$ cat src/rtl/udp_sched_pkg.sv
// Shared types and helpers for the camera line scheduler.
package udp_sched_pkg;

  typedef enum logic [1:0] {
    IDLE,
    TRIG,
    WAIT
  } sched_state_e;

  // Width of a channel-number field; never narrower than one bit.
  function automatic int sel_w(input int n);
    return (n > 1) ? $clog2(n) : 1;
  endfunction

  // One-hot camera id counted from the MSB of an id_w-bit field.
  function automatic logic [31:0] cam_id(input int ch, input int id_w);
    return 32'd1 << (id_w - 1 - ch);
  endfunction

endpackage

$ cat src/rtl/udp_line_sched_arbiter.sv
// Combinational arbiter: round-robin from a pointer, or fixed lowest-index priority.
module rr_arbiter #(
  parameter int N     = 2,
  parameter int SEL_W = 1
) (
  input  logic [N-1:0]     req,
  input  logic [SEL_W-1:0] ptr,
  input  logic             mode,
  output logic [SEL_W-1:0] gnt,
  output logic             vld
);

  logic [2*N-1:0] rot;
  int             sum;

  // Pick the first requester, either rotated from ptr or from index 0.
  always_comb begin
    gnt = '0;
    vld = 1'b0;
    sum = 0;
    rot = {req, req} >> ptr;
    if (mode) begin
      for (int i = N - 1; i >= 0; i--) begin
        if (req[i]) begin
          gnt = SEL_W'(i);
          vld = 1'b1;
        end
      end
    end else begin
      for (int k = 0; k < N; k++) begin
        if (!vld && rot[k]) begin
          vld = 1'b1;
          sum = int'(ptr) + k;
          gnt = SEL_W'((sum >= N) ? sum - N : sum);
        end
      end
    end
  end

endmodule

$ cat src/rtl/udp_line_sched.sv
// N-camera line scheduler: queues one line per camera, arbitrates, and
// hands {id,row} to the UDP transmitter with a completion watchdog.
module udp_line_sched
  import udp_sched_pkg::*;
#(
  parameter int N_CAM   = 2,
  parameter int ROW_W   = 10,
  parameter int ID_W    = 5,
  parameter int CNT_W   = 16,
  parameter int TIMEOUT = 125000
) (
  input  logic                      clk,
  input  logic                      rst,
  input  logic [N_CAM-1:0]          req,
  input  logic [N_CAM*ROW_W-1:0]    row,
  input  logic [N_CAM-1:0]          en_mask,
  input  logic                      prio_mode,
  input  logic                      clr_stats,
  input  logic                      tx_done,
  output logic                      tx_trig,
  output logic [ID_W+ROW_W-1:0]     tx_index,
  output logic [sel_w(N_CAM)-1:0]   tx_sel,
  output logic                      busy,
  output logic [N_CAM*CNT_W-1:0]    drop_cnt,
  output logic                      timeout_err
);

  localparam int SEL_W = sel_w(N_CAM);
  localparam int WD_W  = (TIMEOUT > 1) ? $clog2(TIMEOUT) : 1;
  localparam logic [WD_W-1:0]  WD_LAST = WD_W'((TIMEOUT > 0) ? TIMEOUT - 1 : 0);
  localparam logic [CNT_W-1:0] CNT_MAX = '1;

  sched_state_e     state;
  logic [N_CAM-1:0] pending;
  logic [N_CAM-1:0] elig;
  logic [ROW_W-1:0] row_lat [N_CAM];
  logic [CNT_W-1:0] drop    [N_CAM];
  logic [SEL_W-1:0] ptr;
  logic [SEL_W-1:0] gnt;
  logic             gnt_vld;
  logic             grant_fire;
  logic [WD_W-1:0]  wd;

  assign elig       = pending & en_mask;
  assign grant_fire = (state == IDLE) && gnt_vld;

  rr_arbiter #(
    .N     (N_CAM),
    .SEL_W (SEL_W)
  ) u_arb (
    .req  (elig),
    .ptr  (ptr),
    .mode (prio_mode),
    .gnt  (gnt),
    .vld  (gnt_vld)
  );

  for (genvar i = 0; i < N_CAM; i++) begin : g_cnt
    assign drop_cnt[i*CNT_W +: CNT_W] = drop[i];
  end

  // Per-channel pending latch, newest-row-wins capture and saturating drop count.
  always_ff @(posedge clk) begin
    if (rst) begin
      pending <= '0;
      for (int i = 0; i < N_CAM; i++) begin
        row_lat[i] <= '0;
        drop[i]    <= '0;
      end
    end else begin
      for (int i = 0; i < N_CAM; i++) begin
        if (!en_mask[i]) begin
          pending[i] <= 1'b0;
        end else if (req[i]) begin
          pending[i] <= 1'b1;
          row_lat[i] <= row[i*ROW_W +: ROW_W];
          // A grant in the same cycle consumes the old row, so nothing is lost.
          if (pending[i] && !(grant_fire && gnt == SEL_W'(i)) && drop[i] != CNT_MAX)
            drop[i] <= drop[i] + 1'b1;
        end else if (grant_fire && gnt == SEL_W'(i)) begin
          pending[i] <= 1'b0;
        end
        if (clr_stats) drop[i] <= '0;
      end
    end
  end

  // Grant / trigger / wait-for-done sequencer with registered outputs.
  always_ff @(posedge clk) begin
    if (rst) begin
      state       <= IDLE;
      ptr         <= '0;
      tx_trig     <= 1'b0;
      tx_index    <= '0;
      tx_sel      <= '0;
      busy        <= 1'b0;
      timeout_err <= 1'b0;
      wd          <= '0;
    end else begin
      tx_trig <= 1'b0;
      case (state)
        IDLE: begin
          if (gnt_vld) begin
            tx_sel   <= gnt;
            tx_index <= {ID_W'(cam_id(int'(gnt), ID_W)), row_lat[gnt]};
            busy     <= 1'b1;
            tx_trig  <= 1'b1;
            state    <= TRIG;
            if (!prio_mode)
              ptr <= (int'(gnt) == N_CAM - 1) ? '0 : gnt + 1'b1;
          end
        end
        TRIG: begin
          wd    <= '0;
          state <= WAIT;
        end
        WAIT: begin
          if (tx_done) begin
            busy  <= 1'b0;
            state <= IDLE;
          end else if (TIMEOUT != 0 && wd == WD_LAST) begin
            timeout_err <= 1'b1;
            busy        <= 1'b0;
            state       <= IDLE;
          end else begin
            wd <= wd + 1'b1;
          end
        end
        default: state <= IDLE;
      endcase
      if (clr_stats) timeout_err <= 1'b0;
    end
  end

endmodule

$ cat config.mk
export PLATFORM = sky130hd
export DESIGN_NAME = udp_line_sched
export DESIGN_NICKNAME = d
export VERILOG_FILES = /design/src/rtl/udp_sched_pkg.sv /design/src/rtl/udp_line_sched_arbiter.sv /design/src/rtl/udp_line_sched.sv
export SDC_FILE = /design/constraint.sdc
export NUM_CORES = 1
export LEC_CHECK = 0
export CORE_MARGIN = 2
export CORE_UTILIZATION = 30
export CTS_CLUSTER_DIAMETER = 30
export DETAILED_ROUTE_END_ITERATION = 8
export HOLD_SLACK_MARGIN = 0.12
export PLACE_DENSITY_LB_ADDON = 0.3
export SLEW_MARGIN = 0
export SYNTH_ARGS = -nofsm -noshare
export SYNTH_HDL_FRONTEND = slang
export SYNTH_SLANG_ARGS = --single-unit
export TNS_END_PERCENT = 50
$ cat constraint.sdc
create_clock -name clk -period 4.5 [get_ports clk]
set_input_delay 0.675 -clock clk [delete_from_list [all_inputs] [get_ports clk]]
set_output_delay 0.675 -clock clk [all_outputs]
set_load 0.01 [all_outputs]
==> flow_metrics.py, run 1 <==
metrics = {
    "outcome": {
        "status": "complete, no violations",
    },
    "clocking": {
        "ctsRootBufferMaster": "clkbuf_16",
        "cts_tree": "yes",
        "cts_resized": 0,
        "cts_hold_buf": 0,
        "htreeDepth": 3,
        "cts_setup_buffers": 0,
        "cts_sinks": 89,
        "cts_buffers": 9,
        "clk_latency_ps": 340,
        "path_clk_slew_ps": 70,
        "clock_path_buffers": 2,
    },
    "floorplanning": {
        "initial_utilization_pct": 31.0,
        "fp.dieW_um": 119,
        "rows": 41,
        "die_area_um2": 14100,
        "core_area_um2": 12700,
        "die_h_um": 119,
        "io_pins": 80,
    },
    "finish": {
        "layout_common_cells": "clkdlybuf4s50_1 (76), nor2_1 (57), dfxtp_1 (53)",
        "drive_gt1_share_pct": 6.18,
        "antennaDiodeCount": 0,
        "area_growth_syn_to_layout_pct": 30.3,
        "fin_util_pct": 40.4,
        "nFillCells": 1281,
        "multiInputGateArea_um2": 1690,
        "fin_nets": 496,
        "seq_area_um2": 2140,
        "final_common_cell": "clkdlybuf4s50_1",
    },
    "global_routing": {
        "grt-busiest-layer": "met2",
        "grt_start_max_net_pins": 27,
        "grt_pass1_wl_um": 14400,
        "use_met3_pct": 3.57,
        "grt_pass1_vias": 2961,
        "grt_usage_pct": 12.7,
        "globalRouteOverflowTotal": 0,
        "antenna_found_initial": 0,
        "grtUsageMet2_pct": 19.5,
        "met1_usage_pct": 16.9,
    },
    "logic_synthesis": {
        "yosysSeqAreaShare_pct": 54.3,
        "yosysWarnings": 0,
        "ys_ff_latch": 89,
        "yosys.area.top_type": "edfxtp_1",
        "netlist_area_um2": 3940,
        "syn-mean-instance-area_um2": 10.1,
        "synth.top_cell.area_share_pct": 27.4,
        "synthArstFlopShare_pct": 0,
        "yosysUniqueCellTypes": 50,
        "synth-edff-count": 36,
        "ys_dominant_reg_cell": "dfxtp_1",
        "synth_area_leaders": "edfxtp_1 (27%), dfxtp_1 (27%), nor2_1 (5.4%)",
        "synth_cells": 392,
    },
    "power": {
        "combPwrFrac_pct": 7.0,
        "vdd_drop_max_uv": 236,
        "p_sw_share_pct": 23.9,
        "pwr-share-clk_pct": 41.6,
        "p_switching_w": 0.000414,
        "cellInternalPower_w": 0.00132,
        "seqPwrFrac_pct": 51.4,
        "power_density_nw_per_um2": 337,
        "p_leak_nw": 1.71,
    },
    "critical_path": {
        "ff2ff_path_depth": 5,
        "worstSetupPathType": "primary input to flip-flop",
        "crit_path_end_kind": "flip-flop",
        "critical_path_arrival_ps": 3290,
        "crit_fanout": 16,
        "r2r_slack_ps": 1660,
        "start_kind": "primary input",
        "worstPathRequired_ps": 4470,
    },
    "sta": {
        "tightest_slew_ps": 1050,
        "clock_skew_ps": 8.31,
        "period_needed_ps": 3320,
        "tns_ps": 0,
        "slew_headroom_pct": 30.0,
        "hold_viol": 0,
        "fin_crit_sh_pct": 73.8,
        "setup_ws_ps": 1180,
        "final-setup-viol-count": 0,
        "grt_setup_unrepaired": "false",
        "fmax_ghz": 0.301,
        "final-max-slew-violation-count": 0,
    },
    "hold_path": {
        "holdPathStages": 2,
        "hold_class": "flip-flop to flip-flop",
    },
    "place": {
        "dp_hpwl_um": 6320,
        "portBuffers": 76,
        "gp_congestion": 0.774,
        "dp_slack_ps": 803,
    },
    "detailed_routing": {
        "drc": 0,
        "final_antenna_net_count": 0,
        "wl_per_cell_um": 13.7,
        "first_pass_iters": 7,
        "drt_wl_total_um": 8780,
        "dr_total_vias": 3124,
        "drt_first_iter_violations": 174,
        "routed_via_density": 4.87,
    },
    "run": {
        "maxCapViolations": 0,
    },
}
==> registers in the layout, indices dropped and copies added (netlist names) <==
register and cells:
tx_sel 1, tx_trig 1, drop 32, timeout_err 1
tx_index 11, row_lat 20, wd 17, busy 1
state 2, ptr 1, pending 2
==> synth_stat cells (2+ instances only) <==
| master | number |
|---|---|
| a211oi_1 | 2 |
| a21oi_1 | 21 |
| a222oi_1 | 10 |
| and2_1 | 20 |
| and3_1 | 7 |
| and4_1 | 5 |
| buf_4 | 4 |
| clkbuf_1 | 13 |
| dfxtp_1 | 53 |
| edfxtp_1 | 36 |
| ha_1 | 3 |
| inv_1 | 10 |
| nand2_1 | 27 |
| nand2b_1 | 3 |
| nand3_1 | 17 |
| nand4_1 | 8 |
| nor2_1 | 57 |
| nor2b_1 | 4 |
| nor3_1 | 5 |
| nor3b_1 | 3 |
| nor4b_1 | 2 |
| o21ai_0 | 14 |
| o31ai_1 | 2 |
| or2_2 | 3 |
| or3_1 | 12 |
| or4_1 | 2 |
| xnor2_1 | 13 |
| xor2_1 | 14 |
==> path summary, 6_finish.rpt <==
kind / end / from
setup / recovery: drop[0][13] / en_mask[1]
hold / removal: busy / busy
setup reg to reg: drop[0][13] / pending[1]
hold reg to reg: busy / busy
==> logic make-up (layout without fill, tap and decap cells) <==
group | Yosys count | count (layout) | share of synthesized area (%)
adders and majority gates | 3 | 3 | 0.952
AOI/OAI and AO/OA | 64 | 64 | 11.9
xor gates and xnor gates | 27 | 27 | 6.00
DFF | 89 | 89 | 54.3
other | 1 | 3 | 0.0951
and+or+nand+nor | 180 | 180 | 23.7
buffers and inverters | 28 | 103 | 3.08
==> power groups by stage <==
stage               logic (W)  registers [W]  clock network [W]
floorplan           0.0000553       0.000909                  0
detailed placement   0.000123       0.000909                  0
global placement     0.000122       0.000908                  0
CTS                  0.000123       0.000891           0.000738
finish               0.000121       0.000891           0.000722
global route         0.000134       0.000894           0.000771
==> layout make-up <==
type | instances | area share (%)
timing repair buffer | 77 | 14.9
inverter | 10 | 0.730
clock buffer | 9 | 4.38
multi-input combinational | 277 | 32.8
tap | 172 | 4.19
sequential | 89 | 41.7
clock inverter | 7 | 1.24
==> critical path, stage by stage <==
cell	delay (ps)
clkdlybuf4s50_1	490
nand2_1	140
o2111a_1	460
or4b_2	710
a41oi_2	210
nand2b_1	610
==> routing by layer <==
metal	vias up	part of all wire (%)
met5	-	0
met4	0	1.5
met3	10	6.4
met2	97	45
met1	1461	47
li1	1556	-
==> metrics by stage <==
step | cell area (um2) | total power [W] | cells | hold WS [ps]
4_1_cts | 5140 | 0.00175 | 641 | 494
5_1_grt | 5140 | 0.00180 | 641 | 521
3_3_place_gp | 4850 | 0.00103 | 625 | 465
2_1_floorplan | 3950 | 0.000965 | 394 | 461
3_5_place_dp | 4850 | 0.00103 | 625 | 477
6_report | 5140 | 0.00173 | 641 | 480
(Power assumes the default switching activity.)
==> inputs of run 2 (changes only) <==
==> constraint.sdc (replaced) <==
create_clock -name clk -period 3.37 [get_ports clk]
set_input_delay 0.5055 -clock clk [delete_from_list [all_inputs] [get_ports clk]]
set_output_delay 0.5055 -clock clk [all_outputs]
set_load 0.01 [all_outputs]
==> flow_metrics.py, run 2 (same netlist as run 1, synthesis figures left out) <==
metrics = {
    "power": {
        "p_leak_nw": 1.73,
        "power_density_nw_per_um2": 442,
        "vdd_drop_max_uv": 213,
        "combPwrFrac_pct": 7.3,
        "cellInternalPower_w": 0.00176,
        "pwr-share-clk_pct": 40.6,
        "seqPwrFrac_pct": 52.1,
        "p_sw_share_pct": 23.0,
        "p_switching_w": 0.000525,
    },
    "detailed_routing": {
        "wl_met3_um": 600,
        "final_antenna_net_count": 0,
        "drt_wl_total_um": 8630,
        "dr.max_layer_used": "met4",
        "drc": 0,
        "first_pass_iters": 4,
        "wl_met2_um": 4040,
        "wl_per_cell_um": 13.4,
        "routed_via_density": 4.82,
        "wl_met1_um": 3920,
        "dr_total_vias": 3111,
        "drt_first_iter_violations": 158,
    },
    "global_routing": {
        "grt_pass1_wl_um": 14500,
        "globalRouteOverflowTotal": 0,
        "grt_usage_pct": 12.7,
        "antenna_found_initial": 0,
        "grt_pass1_vias": 2989,
        "grt_start_max_net_pins": 21,
    },
    "floorplanning": {
        "core_area_um2": 12700,
        "die_h_um": 119,
        "rows": 41,
        "fp.dieW_um": 119,
        "die_area_um2": 14100,
        "initial_utilization_pct": 31.0,
        "io_pins": 80,
    },
    "critical_path": {
        "worstPathRequired_ps": 3400,
        "crit_fanout": 16,
        "rr_startpoint": "drop[1][0]",
        "start_kind": "primary input",
        "critical_path_arrival_ps": 2630,
        "critPathLaunch": "en_mask[1]",
        "worstSetupPathType": "primary input to flip-flop",
        "crit_path_end_kind": "flip-flop",
    },
    "clocking": {
        "clk_latency_ps": 330,
        "cts_resized": 0,
        "ctsRootBufferMaster": "clkbuf_16",
        "htreeDepth": 3,
        "cts_sinks": 89,
        "clock_path_buffers": 2,
        "cts_buffers": 9,
        "cts_hold_buf": 0,
        "cts_setup_buffers": 0,
        "cts_tree": "yes",
        "path_clk_slew_ps": 60,
    },
    "finish": {
        "fin_util_pct": 40.6,
        "postLayoutCellArea_um2": 5160,
        "drive_gt1_share_pct": 6.98,
        "layout_common_cells": "clkdlybuf4s50_1 (76), nor2_1 (57), dfxtp_1 (53)",
        "fin_nets": 500,
        "antennaDiodeCount": 0,
        "final_common_cell": "clkdlybuf4s50_1",
        "nFillCells": 1261,
        "reg.largest.list": "drop (32), row_lat (20), wd (17)",
        "area_growth_syn_to_layout_pct": 30.8,
        "largest_register_ffs": 32,
        "regMostFlops": "drop",
    },
    "sta": {
        "clock_skew_ps": 4.03,
        "final-setup-viol-count": 0,
        "final-max-slew-violation-count": 0,
        "fin_crit_sh_pct": 77.2,
        "grt_setup_unrepaired": "false",
        "tightest_slew_ps": 1060,
        "hold_viol": 0,
        "fmax_ghz": 0.385,
        "tns_ps": 0,
        "slew_headroom_pct": 29.4,
        "period_needed_ps": 2600,
    },
    "hold_path": {
        "hold_class": "flip-flop to flip-flop",
        "min_from": "tx_index[14]",
    },
    "place": {
        "postPlaceCellArea_um2": 4880,
        "gp_congestion": 0.775,
        "dp_hpwl_um": 6200,
        "portBuffers": 76,
    },
    "run": {
        "maxCapViolations": 0,
    },
    "outcome": {
        "status": "complete, no violations",
    },
}
==> run 2: changes by cell type in the layout (fill, tap and decap cells not counted), sizes merged <==
cell,previous run,this run
clkinv,2,1
clkinvlp,2,3
buf,1,5
==> run 2: final timing paths <==
| kind | slack (ps) | depth (start not counted) | to |
|---|---|---|---|
| worst max-delay path | 770 | 7 | drop[0][12] |
| worst max register to register | 820 | 7 | drop[0][11] |
| worst min-delay path | 470 | 2 | tx_index[14] |
| worst min register to register | 470 | 2 | tx_index[14] |
==> run 2: cell type report <==
cell class                      count  area, um2  area share [%]
Clock inverter                      7       53.8            1.04
Clock buffer                        9        225            4.36
Inverter                           10       37.5           0.727
Sequential cell                    89       2140            41.5
Timing Repair Buffer               81        798            15.5
Tap cell                          172        215            4.17
Multi-Input combinational cell    277       1690            32.7
==> run 2: power groups by stage <==
stage / sequential (W) / clock [W] / combinational [W]
after floorplan: 0.00121 / 0 / 0.0000738
after global placement: 0.00121 / 0 / 0.000166
after detailed placement: 0.00121 / 0 / 0.000168
after CTS: 0.00119 / 0.000952 / 0.000169
after global routing: 0.00119 / 0.000994 / 0.000182
final: 0.00119 / 0.000926 / 0.000166
==> run 2: through the flow <==
step / power [W] / instances / hold slack (ps) / setup slack, ps
4_1_cts: 0.00231 / 645 / 469 / 775
5_1_grt: 0.00237 / 645 / 493 / 557
6_report: 0.00228 / 645 / 466 / 770
3_3_place_gp: 0.00138 / 629 / 451 / 422
3_5_place_dp: 0.00138 / 629 / 456 / 425
2_1_floorplan: 0.00129 / 394 / 461 / 824
==> run 2: worst max-delay path, cell delays in order <==
cell and delay (ps):
clkdlybuf4s50_1 500, nand2_1 130, o2111a_1 280, or4b_2 640
a41oi_2 210, nand2b_1 130, buf_4 230
==> run 2: layer usage <==
layer / vias up / track usage, %
met5: - / 0
met4: 0 / 4.24
met3: 6 / 3.76
met2: 85 / 20.1
met1: 1457 / 16.4
li1: 1563 / -
==> inputs of run 3 (changes only) <==
==> constraint.sdc (replaced) <==
create_clock -name clk -period 2.36 [get_ports clk]
set_input_delay 0.354 -clock clk [delete_from_list [all_inputs] [get_ports clk]]
set_output_delay 0.354 -clock clk [all_outputs]
set_load 0.01 [all_outputs]
==> flow_metrics.py, run 3 (same netlist as run 1, synthesis figures left out) <==
metrics = {
    "detailed_routing": {
        "drc": 0,
        "drt_wl_total_um": 9140,
        "first_pass_iters": 4,
        "dr_total_vias": 3203,
        "wl_met2_um": 4410,
        "dr.max_layer_used": "met5",
        "wl_met3_um": 341,
        "final_antenna_net_count": 0,
        "wl_met1_um": 4220,
        "routed_via_density": 4.77,
        "wl_per_cell_um": 13.6,
        "drt_first_iter_violations": 137,
    },
    "floorplanning": {
        "fp.dieW_um": 119,
        "core_area_um2": 12700,
        "die_h_um": 119,
        "initial_utilization_pct": 31.0,
        "rows": 41,
        "io_pins": 80,
        "die_area_um2": 14100,
    },
    "critical_path": {
        "start_kind": "primary input",
        "cp_num_buf_inv": 2,
        "cpMaxStageDelayCell": "or4b_2",
        "path_delay_family": "simple AND/OR/NAND/NOR gates",
        "worstPathRequired_ps": 2410,
        "crit_fanout": 16,
        "crit_path_end_kind": "flip-flop",
        "critical_path_arrival_ps": 2330,
        "crit_chain": "clkdlybuf4s50_1, nand2b_4, o2111a_1, or4b_2, a41oi_2, nand2b_2, buf_12",
        "worstSetupPathType": "primary input to flip-flop",
        "slowest_delay_ps": 640,
    },
    "power": {
        "power_w": 0.00355,
        "pwr-share-clk_pct": 44.9,
        "combPwrFrac_pct": 7.2,
        "power_density_nw_per_um2": 651,
        "vdd_drop_max_uv": 482,
        "seqPwrFrac_pct": 47.8,
        "p_sw_share_pct": 22.4,
        "p_switching_w": 0.000794,
        "cellInternalPower_w": 0.00275,
        "p_leak_nw": 1.92,
    },
    "finish": {
        "seq_area_um2": 2140,
        "regMostFlops": "drop",
        "area_growth_syn_to_layout_pct": 38.1,
        "largest_register_ffs": 32,
        "reg.largest.list": "drop (32), row_lat (20), wd (17)",
        "drive_gt1_share_pct": 12.0,
        "multiInputGateArea_um2": 1700,
        "postLayoutCellArea_um2": 5450,
        "nFillCells": 1261,
        "antennaDiodeCount": 0,
        "layout_common_cells": "clkdlybuf4s50_1 (75), nor2_1 (57), dfxtp_1 (53)",
        "final_common_cell": "clkdlybuf4s50_1",
        "fin_nets": 526,
        "instances_no_fill": 671,
    },
    "clocking": {
        "cts_tree": "yes",
        "cts_buffers": 9,
        "clock_path_buffers": 2,
        "ctsRootBufferMaster": "clkbuf_16",
        "clk_latency_ps": 340,
        "cts_sinks": 89,
        "path_clk_slew_ps": 70,
        "htreeDepth": 3,
        "cts_hold_buf": 0,
    },
    "global_routing": {
        "globalRouteOverflowTotal": 0,
        "grt_pass1_wl_um": 15100,
        "grt_start_max_net_pins": 21,
        "grt_usage_pct": 13.3,
        "grt_pass1_vias": 3116,
        "antenna_found_initial": 1,
    },
    "sta": {
        "hold_viol": 0,
        "slew_headroom_pct": 21.9,
        "final-setup-viol-count": 0,
        "period_needed_ps": 2280,
        "final-max-slew-violation-count": 0,
        "tightest_slew_ps": 1170,
        "fmax_ghz": 0.439,
        "grt_setup_unrepaired": "false",
        "fin_crit_sh_pct": 96.4,
        "clock_skew_ps": 5.33,
    },
    "place": {
        "dp_hpwl_um": 6440,
        "gp_congestion": 0.738,
        "placed_cells": 654,
        "portBuffers": 76,
        "postPlaceCellArea_um2": 5080,
    },
    "hold_path": {
        "hold_class": "primary input to flip-flop",
    },
    "outcome": {
        "status": "complete, no violations",
    },
    "run": {
        "maxCapViolations": 0,
    },
}
[run 3: worst paths after layout]
check,from,end,slack (ps),depth (start not counted)
setup / recovery,prio_mode,drop[0][5],80,7
hold / removal,en_mask[0],pending[0],430,2
setup reg to reg,drop[1][0],drop[0][5],220,9
hold reg to reg,timeout_err,timeout_err,470,1
[run 3: power groups by stage]
| stage | Combinational [W] | Clock [W] | Sequential [W] |
|---|---|---|---|
| 3_3_place_gp | 0.000254 | 0 | 0.00173 |
| 6_report | 0.000257 | 0.00159 | 0.00170 |
| 3_5_place_dp | 0.000259 | 0 | 0.00173 |
| 5_1_grt | 0.000281 | 0.00171 | 0.00170 |
| 4_1_cts | 0.000261 | 0.00164 | 0.00170 |
| 2_1_floorplan | 0.000106 | 0 | 0.00173 |
[run 3: repair_timing]
action | in CTS | in global routing
endpoints found under the setup margin | 16 | 7
endpoints found under the hold margin | 0 | 0
gates cloned | 0 | 0
buffers inserted | 0 | 1
resized for setup | 1 | 1
pin swaps | 0 | 1
[run 3: area by class of cell]
| class | instances | share of cell area [%] |
|---|---|---|
| clock buffers | 9 | 4.13 |
| clock inverters | 7 | 2.00 |
| inverters | 10 | 0.689 |
| multi-input cells | 277 | 31.2 |
| flip-flops and latches | 89 | 39.3 |
| well taps | 172 | 3.95 |
| repair buffers | 107 | 18.7 |
[run 3: through the flow]
| step | setup TNS (ps) | util [%] | setup slack (ps) | hold WS [ps] |
|---|---|---|---|---|
| after floorplan | 0 | - | 159 | 461 |
| after global placement | -11920 | 40.0 | -248 | 450 |
| after detailed placement | -13740 | 40.0 | -287 | 463 |
| after CTS | 0 | 42.6 | 86.9 | 478 |
| after global routing | 0 | 42.8 | 2.94 | 437 |
| final | 0 | 42.8 | 84.0 | 425 |
[run 3: routing by layer]
layer  vias up  global-route usage, %
li1       1604                      -
met1      1520                   17.4
met2        64                   21.3
met3        13                   2.85
met4         2                   5.80
met5         -                      0
[run 3: worst register-to-register path: stages (launching register included)]
cell and delay (ps):
dfxtp_1 350, ha_1 190, nand3_1 160, nor4_1 380, and3_1 240, nor2_1 50
buf_4 150, o21ai_4 170, buf_12 160, nor2_1 60
